File: src/rtl/palette_fader_pkg.sv
// Shared types and the channel scaling helper for the palette fader.
package palette_fader_pkg;

    typedef enum logic [1:0] {
        DARK,
        FADE_IN,
        SHOWN,
        FADE_OUT
    } fade_state_t;

    localparam int CHAN_W_DEF = 4;
    localparam int SCALE_W    = 16;

    typedef struct packed {
        logic [CHAN_W_DEF-1:0] r;
        logic [CHAN_W_DEF-1:0] g;
        logic [CHAN_W_DEF-1:0] b;
    } rgb_t;

    // (c * lvl) >> lvl_w, truncated; callers narrow the result to their channel width.
    function automatic logic [SCALE_W-1:0] scale_chan(
        input logic [SCALE_W-1:0] c,
        input logic [SCALE_W-1:0] lvl,
        input int unsigned        lvl_w
    );
        logic [2*SCALE_W-1:0] prod;
        prod       = {{SCALE_W{1'b0}}, c} * {{SCALE_W{1'b0}}, lvl};
        scale_chan = SCALE_W'(prod >> lvl_w);
    endfunction

endpackage

File: src/rtl/palette_fader_fade_ctrl.sv
// Fade FSM: frame-tick step counter, brightness level, busy and done flags.
module fade_ctrl
    import palette_fader_pkg::*;
#(
    parameter int LEVEL_W         = 4,
    parameter int FRAMES_PER_STEP = 2
) (
    input  logic             Clk,
    input  logic             Reset_n,
    input  logic             frame_tick,
    input  logic             fade_in,
    input  logic             fade_out,
    output logic             fade_busy,
    output logic             fade_done,
    output logic [LEVEL_W:0] level
);

    localparam int CNT_W = (FRAMES_PER_STEP > 1) ? $clog2(FRAMES_PER_STEP) : 1;
    localparam logic [CNT_W-1:0] CNT_LAST  = CNT_W'(FRAMES_PER_STEP - 1);
    localparam logic [LEVEL_W:0] LVL_MAX   = {1'b1, {LEVEL_W{1'b0}}};
    localparam logic [LEVEL_W:0] LVL_NEAR  = LVL_MAX - 1'b1;
    localparam logic [LEVEL_W:0] LVL_ONE   = {{LEVEL_W{1'b0}}, 1'b1};

    fade_state_t      state_q, state_d;
    logic [CNT_W-1:0] cnt_q, cnt_d;
    logic [LEVEL_W:0] level_q, level_d;
    logic             done_q, done_d;

    always_comb begin
        state_d = state_q;
        cnt_d   = cnt_q;
        level_d = level_q;
        done_d  = 1'b0;
        case (state_q)
            DARK: begin
                if (fade_in && !fade_out) begin
                    state_d = FADE_IN;
                    cnt_d   = '0;
                end
            end
            SHOWN: begin
                if (fade_out) begin
                    state_d = FADE_OUT;
                    cnt_d   = '0;
                end
            end
            FADE_IN: begin
                if (fade_out) begin
                    state_d = FADE_OUT;
                    cnt_d   = '0;
                end else if (level_q == LVL_MAX) begin
                    // only reachable after reversing at the top of a fade-out
                    state_d = SHOWN;
                    cnt_d   = '0;
                    done_d  = 1'b1;
                end else if (frame_tick) begin
                    if (cnt_q == CNT_LAST) begin
                        cnt_d   = '0;
                        level_d = level_q + 1'b1;
                        if (level_q == LVL_NEAR) begin
                            state_d = SHOWN;
                            done_d  = 1'b1;
                        end
                    end else begin
                        cnt_d = cnt_q + 1'b1;
                    end
                end
            end
            FADE_OUT: begin
                if (fade_in && !fade_out) begin
                    state_d = FADE_IN;
                    cnt_d   = '0;
                end else if (level_q == '0) begin
                    state_d = DARK;
                    cnt_d   = '0;
                    done_d  = 1'b1;
                end else if (frame_tick) begin
                    if (cnt_q == CNT_LAST) begin
                        cnt_d   = '0;
                        level_d = level_q - 1'b1;
                        if (level_q == LVL_ONE) begin
                            state_d = DARK;
                            done_d  = 1'b1;
                        end
                    end else begin
                        cnt_d = cnt_q + 1'b1;
                    end
                end
            end
            default: begin
                state_d = DARK;
                cnt_d   = '0;
                level_d = '0;
            end
        endcase
    end

    always_ff @(posedge Clk or negedge Reset_n) begin
        if (!Reset_n) begin
            state_q <= DARK;
            cnt_q   <= '0;
            level_q <= '0;
            done_q  <= 1'b0;
        end else begin
            state_q <= state_d;
            cnt_q   <= cnt_d;
            level_q <= level_d;
            done_q  <= done_d;
        end
    end

    assign fade_busy = (state_q == FADE_IN) || (state_q == FADE_OUT);
    assign fade_done = done_q;
    assign level     = level_q;

endmodule

File: src/rtl/palette_fader.sv
// Writable colour palette with a 2-stage lookup/fade pipeline driven by fade_ctrl.
module palette_fader
    import palette_fader_pkg::*;
#(
    parameter int INDEX_W         = 4,
    parameter int CHAN_W          = 4,
    parameter int LEVEL_W         = 4,
    parameter int FRAMES_PER_STEP = 2
) (
    input  logic                  Clk,
    input  logic                  Reset_n,
    input  logic [INDEX_W-1:0]    index,
    input  logic                  index_valid,
    output logic [CHAN_W-1:0]     red,
    output logic [CHAN_W-1:0]     green,
    output logic [CHAN_W-1:0]     blue,
    output logic                  rgb_valid,
    input  logic                  wr_en,
    input  logic [INDEX_W-1:0]    wr_addr,
    input  logic [3*CHAN_W-1:0]   wr_data,
    input  logic                  frame_tick,
    input  logic                  fade_in,
    input  logic                  fade_out,
    output logic                  fade_busy,
    output logic                  fade_done,
    output logic [LEVEL_W:0]      level
);

    localparam int DEPTH = 2 ** INDEX_W;
    localparam int ENT_W = 3 * CHAN_W;

    logic [ENT_W-1:0]  pal_q [DEPTH];
    logic [ENT_W-1:0]  pal_d [DEPTH];

    logic [ENT_W-1:0]  ent_p1_q, ent_p1_d;
    logic [LEVEL_W:0]  lvl_p1_q, lvl_p1_d;
    logic              vld_p1_q, vld_p1_d;

    logic [CHAN_W-1:0] red_p2_q, red_p2_d;
    logic [CHAN_W-1:0] grn_p2_q, grn_p2_d;
    logic [CHAN_W-1:0] blu_p2_q, blu_p2_d;
    logic              vld_p2_q, vld_p2_d;

    fade_ctrl #(
        .LEVEL_W         (LEVEL_W),
        .FRAMES_PER_STEP (FRAMES_PER_STEP)
    ) u_ctrl (
        .Clk        (Clk),
        .Reset_n    (Reset_n),
        .frame_tick (frame_tick),
        .fade_in    (fade_in),
        .fade_out   (fade_out),
        .fade_busy  (fade_busy),
        .fade_done  (fade_done),
        .level      (level)
    );

    always_comb begin
        pal_d = pal_q;
        if (wr_en) begin
            pal_d[wr_addr] = wr_data;
        end
    end

    // Stage 1: palette read (old contents on a same-cycle write) and level snapshot
    always_comb begin
        ent_p1_d = pal_q[index];
        lvl_p1_d = level;
        vld_p1_d = index_valid;
    end

    // Stage 2: per-channel brightness scaling
    always_comb begin
        red_p2_d = CHAN_W'(scale_chan(SCALE_W'(ent_p1_q[ENT_W-1 -: CHAN_W]), SCALE_W'(lvl_p1_q), LEVEL_W));
        grn_p2_d = CHAN_W'(scale_chan(SCALE_W'(ent_p1_q[2*CHAN_W-1 -: CHAN_W]), SCALE_W'(lvl_p1_q), LEVEL_W));
        blu_p2_d = CHAN_W'(scale_chan(SCALE_W'(ent_p1_q[CHAN_W-1:0]), SCALE_W'(lvl_p1_q), LEVEL_W));
        vld_p2_d = vld_p1_q;
    end

    always_ff @(posedge Clk or negedge Reset_n) begin
        if (!Reset_n) begin
            for (int i = 0; i < DEPTH; i++) begin
                pal_q[i] <= '0;
            end
            ent_p1_q <= '0;
            lvl_p1_q <= '0;
            vld_p1_q <= 1'b0;
            red_p2_q <= '0;
            grn_p2_q <= '0;
            blu_p2_q <= '0;
            vld_p2_q <= 1'b0;
        end else begin
            pal_q    <= pal_d;
            ent_p1_q <= ent_p1_d;
            lvl_p1_q <= lvl_p1_d;
            vld_p1_q <= vld_p1_d;
            red_p2_q <= red_p2_d;
            grn_p2_q <= grn_p2_d;
            blu_p2_q <= blu_p2_d;
            vld_p2_q <= vld_p2_d;
        end
    end

    assign red       = red_p2_q;
    assign green     = grn_p2_q;
    assign blue      = blu_p2_q;
    assign rgb_valid = vld_p2_q;

endmodule

File: config.mk
export PLATFORM = sky130hd
export DESIGN_NAME = palette_fader
export DESIGN_NICKNAME = d
export VERILOG_FILES = /design/src/rtl/palette_fader_pkg.sv /design/src/rtl/palette_fader_fade_ctrl.sv /design/src/rtl/palette_fader.sv
export SDC_FILE = /design/constraint.sdc
export NUM_CORES = 1
export LEC_CHECK = 0
export ABC_AREA = 1
export BUFFER_PORTS_ARGS = -buffer_cell sky130_fd_sc_hd__buf_2
export CORE_MARGIN = 3
export CORE_UTILIZATION = 48
export CTS_BUF_LIST = sky130_fd_sc_hd__clkbuf_2
export DETAILED_ROUTE_END_ITERATION = 6
export PLACE_DENSITY_LB_ADDON = 0.3
export RECOVER_POWER = 100
export SLEW_MARGIN = 20
export SYNTH_ARGS = -nofsm -noshare
export SYNTH_HDL_FRONTEND = slang
export SYNTH_HIERARCHICAL = 1
export SYNTH_SLANG_ARGS = --single-unit
File: constraint.sdc
create_clock -name Clk -period 4.16 [get_ports Clk]
set_clock_uncertainty 0.2 [all_clocks]
set_input_delay 0.832 -clock Clk [delete_from_list [all_inputs] [get_ports Clk]]
set_output_delay 0.832 -clock Clk [all_outputs]
set_load 0.05 [all_outputs]
==> reports/results.tsv <==
stage	metric	value	unit
cells_and_area	fill cell count	2429	
synth	#FFs+latches synth	232	
detailed_routing	DR iter-0 viols	910	
timing	Final Hold Fails	0	
floorplanning	die width	165	um
synth	top post-synthesis cells by area	dfrtp_1 (48%), nand2_1 (18%), o21ai_0 (9.1%)	
clocking	CTS tree	built	
synth	Post-Syn Area	0.0121	sq mm
clocking	CTS root buf	clkbuf_2	
timing	Worst Tran Pin Value	1540	ps
timing	Slew HR	-2.65	%
timing	Final TNS setup	0	ps
cells_and_area	FF/Latch Area	0.00581	sq mm
power_and_ir_drop	worst vdd ir	343	uV
floorplanning	Die H	165	um
floorplanning	Initial Util	49.3	%
power_and_ir_drop	Leakage	6.91	nW
global_routing	first-pass GRT wire length	50800	um
detailed_routing	final WL	31100	um
run_status	status	finished, violations left	
hold_path	Worst Hold Class	in2reg	
synth	top_reg_cell synth	dfrtp_1	
clocking	hold_buf cts	6	
floorplanning	Core Region	0.0245	sq mm
cells_and_area	area grow syn2layout	7.48	%
floorplanning	Die ar.	0.0271	sq mm
synth	Post-synth top cells	nand2_1 (580), dfrtp_1 (232), o21ai_0 (221)	
clocking	CTS max path bufs	3	
setup_path	Worst path slowest cell	clkbuf_1	
setup_path	Cell Chain, Critical Path	ha_1 > nor2_1 > inv_1 > clkbuf_1	
synth	EDFF count, synth	0	
floorplanning	row cnt	57	
synth	Syn Inst Count	1556	
synth	Syn Nets	1635	
power_and_ir_drop	Final Power	6.72	mW
clocking	clk sink count	232	
timing	Slew Limit Fails	36	
global_routing	vias in the first global route	9683	
detailed_routing	residual DRC count	0	
setup_path	Arr. time, crit path	2440	ps
timing	min Tclk post-route	3470	ps
cells_and_area	Util after Layout	53.0	%
timing	final setup margin	690	ps
power_and_ir_drop	Cell Pwr Density	517	mW/mm^2
clocking	Clock transition at path regs	100	ps
timing	count of final setup violators	0	
synth	most common cell in the netlist	nand2_1	
synth	asr flop ratio synth	100	%
synth	Yosys top cell area share	48.0	%
setup_path	CP Buf/Inv Count	2	
clocking	post-CTS setup buffer count	0	
global_routing	largest net degree at the start of global routing	126	
global_routing	Overflow after GRT	0	
detailed_routing	routed len/inst	15.8	um
detailed_routing	DR vias/cell	5.28	
timing	fmax	288	MHz
setup_path	CP delay by family, top	buffers and inverters	
clocking	clock latency at the later pin of the worst-skew pair	880	ps
floorplanning	I/O Pins	47	
global_routing	Total GRT Usage	23.5	%
synth	count of cell types in the netlist	32	
clocking	total CTS buffers	59	
detailed_routing	Detailed Routing Iterations Pass 1	5	
clocking	H-tree levels	2	
synth	mean post-synth cell area	7.77	sq um
clocking	PostCTS Resize Cnt	0	
setup_path	Setup crit end kind	output pin	
setup_path	kind of start point of the critical path	register	
setup_path	r2r setup slk	1120	ps
setup_path	CP max stage delay	470	ps
flow_run	Max-Cap Viols	1	
run_status	failing checks	capacitance limit, slew limit	
cells_and_area	multi-input logic area	0.00527	sq mm
setup_path	Crit path required time	3130	ps
place	DPL Wire Length	19300	um
synth	cell taking the most area after synthesis	dfrtp_1	
timing	RSZ-0062 raised after global routing	no	
timing	ratio of final minimum period to clock period	83.4	%
place	Routability Congestion	0.827	
setup_path	kind of critical path	reg2out	
detailed_routing	Routed Antenna Nets	0	
synth	sequential-to-total area share from yosys stat	48.0	%
detailed_routing	vias post-DR	10400	
setup_path	CP max FO	11	
cells_and_area	nets	1675	
place	Port Buf Inserts	46	
global_routing	initial antenna violation count	5	
place	Setup WS pre-CTS	1140	ps
synth	Synth warnings	6	
cells_and_area	share of cells above drive strength 1	7.94	%
area by class of cell:
class                           count  share of cell area (%)
Antenna cell                        2                  0.0385
Clock buffer                       82                    3.16
Clock inverter                     21                   0.693
Inverter                          172                    4.97
Multi-Input combinational cell   1065                    40.5
Sequential cell                   232                    44.6
Tap cell                          324                    3.12
Timing Repair Buffer               66                    2.88
cell usage in the layout, fill, tap and decap left out, drive strengths merged, types with 6 or more instances in the layout:
cell / instances
nand2: 586
dfrtp: 232
o21ai: 222
inv: 172
clkbuf: 113
nand3: 92
ha: 37
o211ai: 33
buf: 29
nor2: 27
a21oi: 24
clkinv: 19
fa: 15
nand4: 9
xor2: 7
dlygate4sd3: 6
layer usage:
layer / wire (um) / GRT usage (%)
met1: 13800 / 32.8
met5: 42 / 0
met3: 2370 / 5.49
met2: 14000 / 36.4
met4: 814 / 7.66
tightest hold or removal path, cell delays in order:
cell and delay [ps]:
buf_2 160, nand2_1 70, o21ai_0 60
through the flow:
stage               hold WS, ps  std cells  instance area, sq um
floorplan                   131       1556                 12100
global placement            144       1853                 12500
detailed placement          152       1853                 12500
CTS                        22.3       1962                 13100
global route               29.0       1963                 13000
finish                     78.4       1964                 13000
worst paths after layout:
path / endpoint / startpoint / cells after the start
setup / recovery: fade_busy / u_ctrl/state_q[0] / 4
hold / removal: pal_q[166] / wr_data[10] / 3
setup reg to reg: green[3] / lvl_p1_q[2] / 12
hold reg to reg: rgb_valid / vld_p1_q / 0
max in group asynchronous: pal_q[15] / Reset_n / 3
min in group asynchronous: rgb_valid / Reset_n / 2
state kept, by name (all words and copies together) (netlist names), 2 cells and up:
register	count
green	4
u_ctrl/state_q	2
ent_p1_q	12
red	4
u_ctrl/level	5
blue	4
lvl_p1_q	5
pal_q	192
power by group:
part | switching, mW | internal (mW) | total [mW] | leakage (nW)
clock | 0.936 | 0.536 | 1.47 | 0.380
combinational | 1.42 | 0.706 | 2.13 | 3.62
sequential | 0.349 | 2.77 | 3.12 | 2.91
total | 2.71 | 4.01 | 6.72 | 6.91
kinds of logic (layout without fill, tap and decap cells):
logic type / after synthesis / after routing / share of synthesized area, %
flops: 232 / 232 / 48.0
simple gates: 719 / 719 / 24.2
xor+xnor: 10 / 10 / 0.724
compound gates: 284 / 284 / 12.5
fa+ha+maj: 52 / 52 / 6.31
other cells: 0 / 2 / 0
buf+inv: 259 / 341 / 8.26
No activity file was read; power rests on OpenSTA's default activity.
